$ cat src/rtl/calc_seq_alu_if.sv
// Bus between the switch/key decoder (master) and the calculator core (slave).
// The display drivers read a_q, b_q and result from the same bundle.
interface calc_seq_alu_if #(
    parameter int W = 4
);
    logic [W-1:0]   din;
    logic           load_a;
    logic           load_b;
    logic [1:0]     op;
    logic           start;
    logic [W-1:0]   a_q;
    logic [W-1:0]   b_q;
    logic [2*W-1:0] result;
    logic           flag;
    logic           busy;
    logic           done;

    modport master (
        output din, load_a, load_b, op, start,
        input  a_q, b_q, result, flag, busy, done
    );

    modport slave (
        input  din, load_a, load_b, op, start,
        output a_q, b_q, result, flag, busy, done
    );
endinterface

$ cat src/rtl/calc_seq_alu.sv
// Sequential calculator core: A/B operand registers, 2W-bit result register.
// add/sub/acc finish in one edge; mul is a W-edge shift-add loop.
// Every output comes straight from a flop.
module calc_seq_alu #(
    parameter int W = 4
) (
    input  logic          clk,
    input  logic          reset,
    calc_seq_alu_if.slave bus
);
    localparam int CW = $clog2(W + 1);

    typedef enum logic {IDLE, MUL} state_t;

    state_t         state;
    logic [W-1:0]   a_r, b_r;
    logic [2*W-1:0] res_r;
    logic           flag_r, busy_r, done_r;

    // multiply working set: shifted multiplicand, multiplier shift reg, partial product
    logic [2*W-1:0] mcand, prod;
    logic [W-1:0]   mplier;
    logic [CW-1:0]  cnt;

    logic [2*W-1:0] a_ext, b_ext, prod_next;
    logic [2*W:0]   acc_sum;

    // operand extension, next partial product and accumulate sum with carry
    always_comb begin
        a_ext     = {{W{1'b0}}, a_r};
        b_ext     = {{W{1'b0}}, b_r};
        prod_next = mplier[0] ? prod + mcand : prod;
        acc_sum   = {1'b0, res_r} + {{(W+1){1'b0}}, a_r};
    end

    // control FSM, operand loads and all datapath registers
    always_ff @(posedge clk) begin
        if (!reset) begin
            state  <= IDLE;
            a_r    <= '0;
            b_r    <= '0;
            res_r  <= '0;
            flag_r <= 1'b0;
            busy_r <= 1'b0;
            done_r <= 1'b0;
            mcand  <= '0;
            prod   <= '0;
            mplier <= '0;
            cnt    <= '0;
        end else begin
            done_r <= 1'b0;
            case (state)
                IDLE: begin
                    // operations read a_r/b_r as they were before this edge,
                    // so a same-edge load only affects later operations
                    if (bus.load_a) a_r <= bus.din;
                    if (bus.load_b) b_r <= bus.din;
                    if (bus.start) begin
                        case (bus.op)
                            2'b00: begin
                                res_r  <= a_ext + b_ext;
                                flag_r <= 1'b0;
                                done_r <= 1'b1;
                            end
                            2'b01: begin
                                res_r  <= a_ext - b_ext;
                                flag_r <= (a_r < b_r);
                                done_r <= 1'b1;
                            end
                            2'b10: begin
                                mcand  <= a_ext;
                                mplier <= b_r;
                                prod   <= '0;
                                cnt    <= '0;
                                state  <= MUL;
                                busy_r <= 1'b1;
                            end
                            default: begin
                                {flag_r, res_r} <= acc_sum;
                                done_r          <= 1'b1;
                            end
                        endcase
                    end
                end
                MUL: begin
                    // one multiplier bit per edge, LSB first; loads/start ignored
                    prod   <= prod_next;
                    mcand  <= mcand << 1;
                    mplier <= mplier >> 1;
                    cnt    <= cnt + CW'(1);
                    if (cnt == CW'(W - 1)) begin
                        res_r  <= prod_next;
                        flag_r <= 1'b0;
                        done_r <= 1'b1;
                        busy_r <= 1'b0;
                        state  <= IDLE;
                    end
                end
                default: state <= IDLE;
            endcase
        end
    end

    assign bus.a_q    = a_r;
    assign bus.b_q    = b_r;
    assign bus.result = res_r;
    assign bus.flag   = flag_r;
    assign bus.busy   = busy_r;
    assign bus.done   = done_r;
endmodule

$ cat src/flat_wrapper.sv
// flat-port wrapper written by rule: the top's interface ports become plain ports
module calc_seq_alu_flat 
#(
    parameter int W = 4
)
  (clk, reset, bus_din, bus_load_a, bus_load_b, bus_op, bus_start, bus_a_q, bus_b_q, bus_result, bus_flag, bus_busy, bus_done);
  calc_seq_alu_if #(.W(W)) bus_i ();
  input  logic clk;
  input  logic reset;
  input wire logic [$bits(bus_i.din)-1:0] bus_din;
  input wire logic [$bits(bus_i.load_a)-1:0] bus_load_a;
  input wire logic [$bits(bus_i.load_b)-1:0] bus_load_b;
  input wire logic [$bits(bus_i.op)-1:0] bus_op;
  input wire logic [$bits(bus_i.start)-1:0] bus_start;
  output wire logic [$bits(bus_i.a_q)-1:0] bus_a_q;
  output wire logic [$bits(bus_i.b_q)-1:0] bus_b_q;
  output wire logic [$bits(bus_i.result)-1:0] bus_result;
  output wire logic [$bits(bus_i.flag)-1:0] bus_flag;
  output wire logic [$bits(bus_i.busy)-1:0] bus_busy;
  output wire logic [$bits(bus_i.done)-1:0] bus_done;
  assign bus_i.din = bus_din;
  assign bus_i.load_a = bus_load_a;
  assign bus_i.load_b = bus_load_b;
  assign bus_i.op = bus_op;
  assign bus_i.start = bus_start;
  assign bus_a_q = bus_i.a_q;
  assign bus_b_q = bus_i.b_q;
  assign bus_result = bus_i.result;
  assign bus_flag = bus_i.flag;
  assign bus_busy = bus_i.busy;
  assign bus_done = bus_i.done;
  calc_seq_alu #(.W(W)) u_core (.clk(clk), .reset(reset), .bus(bus_i));
endmodule
$ cat config.mk
export PLATFORM = sky130hd
export DESIGN_NAME = calc_seq_alu_flat
export DESIGN_NICKNAME = d
export VERILOG_FILES = /design/src/rtl/calc_seq_alu_if.sv /design/src/rtl/calc_seq_alu.sv /design/src/flat_wrapper.sv
export SDC_FILE = /design/constraint.sdc
export NUM_CORES = 1
export LEC_CHECK = 0
export CELL_PAD_IN_SITES_DETAIL_PLACEMENT = 1
export CELL_PAD_IN_SITES_GLOBAL_PLACEMENT = 1
export CORE_ASPECT_RATIO = 0.7
export CORE_UTILIZATION = 47
export DETAILED_ROUTE_END_ITERATION = 7
export GPL_TIMING_DRIVEN = 0
export HOLD_SLACK_MARGIN = 0.02
export PLACE_DENSITY_LB_ADDON = 0.1
export SETUP_SLACK_MARGIN = 0.3
export SYNTH_ARGS = -nofsm -noshare
export SYNTH_HDL_FRONTEND = slang
export SYNTH_SLANG_ARGS = --single-unit
$ cat constraint.sdc
create_clock -name clk -period 4.4 [get_ports clk]
set_input_delay 0.44 -clock clk [delete_from_list [all_inputs] [get_ports clk]]
set_output_delay 0.44 -clock clk [all_outputs]
set_load 0.02 [all_outputs]
* Yosys cells after proc, flatten, opt, wreduce, memory -nomap -nowiden
Cells that the tools add are included.
** Word-level totals
- Flip-flop bits (word level) :: 43
- Output and inout port bits :: 19
- Bits of input ports :: 11
** Cells by class
- $add $sub $neg :: 5
- Equal/unequal tests :: 7
- Bitwise gates (word level) :: 1
- Multiplexer cells :: 32
- Reduce and logical (&&, ||, !) cells :: 6
- Order comparisons :: 1
** Operators with widths (number)
- 2-to-1 mux 8 bit :: 7
- case mux 8 bit (2 select lines) :: 3
- case mux 8 bit (3 select lines) :: 1
- 2-to-1 mux 1 bit :: 10
- adder 8 x 4 -> 9 bit :: 1
- adder 8 bit :: 1
- 2-to-1 mux 4 bit :: 2
- inequality test 2 bit, second input constant :: 4
- case mux 1 bit (2 select lines) :: 4
- case mux 4 bit (2 select lines) :: 1
- 2-to-1 mux 3 bit :: 2
- case mux 3 bit (2 select lines) :: 1
- AND reduction 2 bit :: 3
- AND reduction 3 bit :: 2
- adder 4 x 4 -> 5 bit :: 1
- subtractor 4 x 4 -> 5 bit :: 1
- less-than comparator 4 bit :: 1
- adder 3 x 1 -> 3 bit, second input constant :: 1
- equality test 3 x 2 -> 1 bit, second input constant :: 1
- case mux 1 bit (3 select lines) :: 1
- equality test 2 x 1 -> 1 bit, second input constant :: 1
- equality test 2 bit, second input constant :: 1
- logical NOT 2 bit :: 1
- inverter 1 bit :: 1

* Depth between registers and ports, before layout
- Word-level depth :: 4
- Gate-level depth with buffers :: 10
- Gate-level depth less buffers :: 10

* Least setup slack after synthesis
OpenSTA, ideal clock, no wires.
- Kind :: register -> register
- Start point :: register u_core.prod[0]
- End point :: register u_core.res_r[6], in the netlist u_core.bus.result[6]
- Buffers on the path :: 0
- Stages on the path, launching flop included :: 9
- Path slack :: 2299 ps
- Arrival :: 1985 ps
- Cell sequence :: dfxtp_1 ha_1 fa_1 a21o_1 a21oi_2 nor3b_2 a311o_1 a211o_1 o211a_1
** Between the ends
- Cells in the longest elaborated chain, start to end :: 4
** RTL lines
- from (decl) :: line calc_seq_alu.sv:21 : logic [2*W-1:0] mcand, prod;
- from (signal assigned) :: line calc_seq_alu.sv:87 : prod <= prod_next;
- adder 8 bit :: line calc_seq_alu.sv:32 : prod_next = mplier[0] ? prod + mcand : prod;
- 2-to-1 mux 8 bit :: line calc_seq_alu.sv:32
- 2-to-1 mux 8 bit :: line calc_seq_alu.sv:91 : if (cnt == CW'(W - 1)) begin
- case mux 8 bit (2 select lines) :: line calc_seq_alu.sv:52 : case (state)
- to (signal assigned) :: line calc_seq_alu.sv:61 : res_r <= a_ext + b_ext;
- to (signal assigned) :: line calc_seq_alu.sv:66 : res_r <= a_ext - b_ext;
- to (signal assigned) :: line calc_seq_alu.sv:92 : res_r <= prod_next;
- to (decl) :: line calc_seq_alu.sv:17 : logic [2*W-1:0] res_r;
No other way between the ends. The select of a mux whose other input is x is not followed.
A chain may end at the register's enable or synchronous reset.

* Worst setup path after layout
Ends and elaborated chain as after synthesis.

==> metrics <==
outcome=complete, no violations; # port buffers=29; Netlist cell types=54; antenna-violating nets left=0; max incr delay on CP=0.42 ns; Seq/Total Area, Yosys=between 30% and 40%; P_leak=about 0.0013 µW; Min-Delay Startpoint=u_core.prod[7]$_SDFFE_PN0P_; routed vias/inst=between 5 and 6; largest net degree at the start of global routing=16; top cell type's share of synthesized area=31.6%; Worst path top cell family by delay=compound AO/OA/AOI/OAI gates; FP Rows=22; Post-synth ARST share=0%; Finished Cell Area=roughly 3200 µm²; cells on worst reg2reg path=8; routed len/inst=between 15 and 20 µm; dominant cells by area after synthesis=dfxtp_1, ha_1, nor2b_1; Synth top cells by count=dfxtp_1, nor2b_1, ha_1, nand2_1, a21oi_1; Slowest-stage cell, CP=fa_1; max cap viols=0; Max Slew Vio Count=0; first-pass GRT wire length=between 10000 and 15000 µm; TritonCTS clock tree=built; DRC=0; Final Hold Viols=0; maximum VDD drop=170 µV; Worst Hold Depth=2; Layout Area Growth over Synthesis=18.2%; Setup TNS=0 ns; Worst slew margin=about three fifths; crit path DAT=roughly 2.5 ns; critical-path maximum fanout=4; met1 wire length=about 3800 µm; power per cell area=approximately 290 nW/µm²; Gate Count Post-Synth=about 300; worst path required time=4.61 ns; metal3 WL=around 500 µm; Nets=374; Hold WC Path Type=reg -> reg; most common cell in the netlist=dfxtp_1; Die Span Y=~66 µm; WP buf/inv=0; CTS sink count=43; H-tree lvl count=2; period utilization=a little over half; synthesized area per cell=a little over 9 µm²; RR Endpoint=u_core.bus.result[6]$_SDFFE_PN0P_; routed wl met2=3640 µm; clk buf depth=2; CP cell instances=ha_1 > fa_1 > a21o_1 > a21oi_2 > nor3b_2 > a311o_1 > a211o_1 > o211a_1; initial antenna violation count=0; Synth area leader=dfxtp_1; hold buffer count at cts=0; post-cts sizing count=0; Post-Syn Area=2730 µm²; Hold Path Sink=u_core.prod[7]$_SDFFE_PN0P_; Initial Util=between 50% and 60%; Yosys warning count=0; Crit Path Category=reg -> reg; GRT Util Overall=28.0%; # fillers=roughly 620; clock root buffer=clkbuf_8; GRT overflow=0; worst-skew pair later-pin latency=0.31 ns; element type at the critical path start=flop; DRT iter0 DRCs=between 100 and 150; routability cong.=0.845; Top Layer Used=met4; Via Count=about 2400; core area=between 5000 and 6000 µm²; share of cells above drive strength 1=between 7 and 8%; ys flop type=dfxtp_1; final WL=8010 µm; multi-input logic area=roughly 1700 µm²; EDFF count, synth=0; die area=about 6000 µm²; TritonCTS buffer count=5; Setup WS post-layout=slightly above 2 ns; r2r setup slk=just over 2 ns; TritonRoute pass-1 iters=5; sequential standard cell area=around 860 µm²; CTS clock-pin slew for the worst setup and hold paths=around 0.090 ns; Die X=93.0 µm; Worst setup EP type=flop; Detail Placement HPWL=slightly below 6000 µm; reg2reg start=u_core.prod[0]$_SDFFE_PN0P_; number of global-route vias before repair=roughly 2500; Worst-Margin Slew=approximately 0.61 ns; I/O pin count=30; Post-CTS Setup Inserts=0; Setup WS pre-CTS=2.05 ns; Net Count, Synth=about 340; synthesized flop and latch total=between 40 and 50; fmax=between 400 and 500 MHz; Post-DP Area=a little over 3000 µm²; RSZ-0062 raised after global routing=false; skew final=0.00980 ns; Final min period=~2.3 ns; setup violators final=0; number of inserted diodes=0
state kept, by name, summed over array words and instances, names as in the netlist:
register	flops
u_core.bus.busy	1
u_core.mplier	4
u_core.prod	8
u_core.bus.done	1
u_core.bus.result	8
u_core.state	1
u_core.bus.b_q	4
u_core.bus.flag	1
u_core.cnt	3
u_core.bus.a_q	4
u_core.mcand	8
metrics by stage:
step                util, %  hold WS, ns  std cells  total power [µW]
floorplan                 -        0.445        301               540
global placement       57.3        0.451        402               605
detailed placement     57.3        0.470        402               611
CTS                    59.4        0.489        410               930
global route           59.4        0.536        410               964
finish                 59.4        0.491        410               929
worst register-to-register path, cell delays in order (launching register included):
cell and delay (ns):
dfxtp_1 0.34, ha_1 0.25, fa_1 0.42, a21o_1 0.19, a21oi_2 0.23, nor3b_2 0.08
a311o_1 0.37, a211o_1 0.24, o211a_1 0.12
power by group:
part           internal [µW]  switching [µW]  total, µW
logic                   83.4            97.2        181
registers                404            20.6        424
clock network            171             153        324
total                    658             271        929
final cells by class:
| type | count | area share, % |
|---|---|---|
| Multi-Input combinational cell | 227 | 52.9 |
| Inverter | 14 | 1.63 |
| Clock inverter | 3 | 1.44 |
| Clock buffer | 5 | 2.14 |
| Buffer | 17 | 3.38 |
| Tap cell | 72 | 2.80 |
| Sequential cell | 43 | 26.7 |
| Timing Repair Buffer | 29 | 9.01 |
routing by layer:
metal,track usage (%),vias to the layer above
li1,-,1154
met1,37.7,1155
met2,46.3,73
met3,4.63,10
met4,8.08,0
met5,0,-
logic make-up after synthesis:
logic type      after synthesis  share of synthesized area (%)
xor+xnor                      8                           2.57
mux                          13                           4.91
buf+inv                      31                           5.92
simple gates                 94                           20.1
compound gates               86                           21.9
fa+ha+maj                    26                           13.0
flops                        43                           31.6
worst max-delay path by stage:
stage,start,to,slack (ns),cells past startpoint
after floorplan,u_core.prod[0]$_SDFFE_PN0P_,u_core.bus.result[6]$_SDFFE_PN0P_,2.30,8
after global placement,bus_op[0],u_core.mplier[1]$_SDFFE_PN0P_,2.12,6
after global routing,u_core.bus.a_q[1]$_SDFFE_PN0P_,u_core.bus.result[6]$_SDFFE_PN0P_,1.95,8
after detailed placement,bus_op[0],u_core.mplier[3]$_SDFFE_PN0P_,2.05,6
final,u_core.prod[0]$_SDFFE_PN0P_,u_core.bus.result[6]$_SDFFE_PN0P_,2.07,8
after CTS,u_core.bus.a_q[1]$_SDFFE_PN0P_,u_core.bus.result[6]$_SDFFE_PN0P_,2.07,8
layout by cell type (no fill, tap or decap), types with 5 or more instances in the layout:
cell / n
clkbuf_1: 12
nor2_1: 9
inv_1: 14
ha_1: 22
clkdlybuf4s50_1: 29
a22oi_1: 10
a21oi_1: 16
dfxtp_1: 43
mux2i_1: 10
xnor2_1: 7
nand2_1: 18
o21ai_0: 14
nand3_1: 5
a21o_1: 5
a222oi_1: 6
nor2b_1: 34
a211oi_1: 6
clkbuf_8: 8
(Power assumes the default switching activity.)
==> patch: new RTL, config.mk and constraints unchanged <==
`W` is set to 4 in 3 places; all go to 2.
--- a/src/rtl/calc_seq_alu_if.sv
+++ b/src/rtl/calc_seq_alu_if.sv
@@ -1,7 +1,7 @@
 // Bus between the switch/key decoder (master) and the calculator core (slave).
 // The display drivers read a_q, b_q and result from the same bundle.
 interface calc_seq_alu_if #(
-    parameter int W = 4
+    parameter int W = 2
 );
     logic [W-1:0]   din;
     logic           load_a;
--- a/src/rtl/calc_seq_alu.sv
+++ b/src/rtl/calc_seq_alu.sv
@@ -2,7 +2,7 @@
 // add/sub/acc finish in one edge; mul is a W-edge shift-add loop.
 // Every output comes straight from a flop.
 module calc_seq_alu #(
-    parameter int W = 4
+    parameter int W = 2
 ) (
     input  logic          clk,
     input  logic          reset,
--- a/src/flat_wrapper.sv
+++ b/src/flat_wrapper.sv
@@ -1,7 +1,7 @@
 // flat-port wrapper written by rule: the top's interface ports become plain ports
 module calc_seq_alu_flat 
 #(
-    parameter int W = 4
+    parameter int W = 2
 )
   (clk, reset, bus_din, bus_load_a, bus_load_b, bus_op, bus_start, bus_a_q, bus_b_q, bus_result, bus_flag, bus_busy, bus_done);
   calc_seq_alu_if #(.W(W)) bus_i ();
Ports: changed (resized bus_a_q, bus_b_q, bus_din and bus_result); port bits go from 30 to 20. The function was not compared with the original's and may differ.
==> patch against the unedited design <==
  * Final area shrank 47%
  * Wire length shrank 52%
  * Sequential cell count shrank 19
  * Synthesized cell count shrank 45%
  * Non-clock buffer count shrank 20
  * Worst setup slack gained 0.39 ns
  * Clock power shrank 60%
  * Power shrank 51%
  * Cell count shrank 46%
  * Area after synthesis shrank 48%
  * Sequential share of layout area grew 1.4 points
  * Count of clock-buffer cells in the layout shrank 2
  * Clock skew shrank 0.0050 ns
==> patch: results (changes against the unedited design) <==
status -> finished, final reports clean
post-place instance area -> 1660 sq um (-46%)
largest net degree at the start of global routing -> 13 (-3)
synth cell count leaders -> dfxtp_1 (24), nand2_1 (23), o21ai_0 (13)
post-synth net total -> 186 (-45%)
adder-cell share of the synthesized area -> 12.6% (-0.43 points)
# H-tree levels -> 1 (-1)
Port Buffers -> 19 (-34%)
routability cong. -> 0.776 (-8.1%)
pwr/cell area -> 265 nW/um^2 (-8.0%)
dpl hpwl -> 2.84 mm (-52%)
first-pass GRT wire length -> 5.92 mm (-54%)
final non-filler cell total -> 223 (-46%)
Inserted Clock Buffers -> 3 (-2)
Syn Inst Count -> 165 (-45%)
clock network fraction of design power -> 28.6% (-6.3 points)
layout cells sized above 1 -> 6.42% (-0.68 points)
Hold Crit Start -> u_core.bus.result[0]
vias per cell -> 5.69 (-2.5%)
Nets -> 210 (-44%)
worst reg2reg endpoint -> u_core.bus.result[2]
Synth area leaders -> dfxtp_1 (34%), ha_1 (7.0%), mux2i_1 (6.3%)
library cells used by synthesis -> 36 (-33%)
WHS -> 0.471 ns (-0.0204 ns)
post-synthesis mux area share -> 9.19% (+4.3 points)
combinational share of power -> 19.2% (-0.2 points)
DRT Wirelength -> 3.85 mm (-52%)
GRT Overall Usage -> 25.6% (-2.4 points)
largest stage delay on the critical path -> 0.45 ns (+0.03 ns)
clk_lat worst skew -> 0.27 ns (-0.04 ns)
Worst Setup SP -> u_core.bus.a_q[0]
Critical-path top delay cell -> dfxtp_1
patch: cell types whose count changed after synthesis, moves of 5 or more:
| cell | before | now |
|---|---|---|
| a211oi_1 | 6 | 0 |
| and2_1 | 2 | 7 |
| xnor2_1 | 7 | 1 |
| a222oi_1 | 6 | 0 |
| dfxtp_1 | 43 | 24 |
| nand2_1 | 18 | 23 |
| ha_1 | 22 | 8 |
| clkbuf_1 | 12 | 6 |
| a21oi_1 | 16 | 11 |
| a22oi_1 | 10 | 0 |
| nor2b_1 | 34 | 9 |
patch: final cells by class:
type	instances	area [sq um]	area share, %
multi-input combinational	124	883	51.8
sequential	24	480	28.2
timing repair buffer	19	190	11.2
tap	36	45.0	2.64
clock buffer	3	41.3	2.42
inverter	10	37.5	2.20
buffer	7	27.5	1.61
patch: metal layers:
metal	vias to the layer above	GRT usage, %	part of all wire (%)
met4	0	5.00	0.94
met1	626	33.3	48
li1	608	-	-
met5	-	0	0
met2	28	44.0	47
met3	6	6.54	3.7
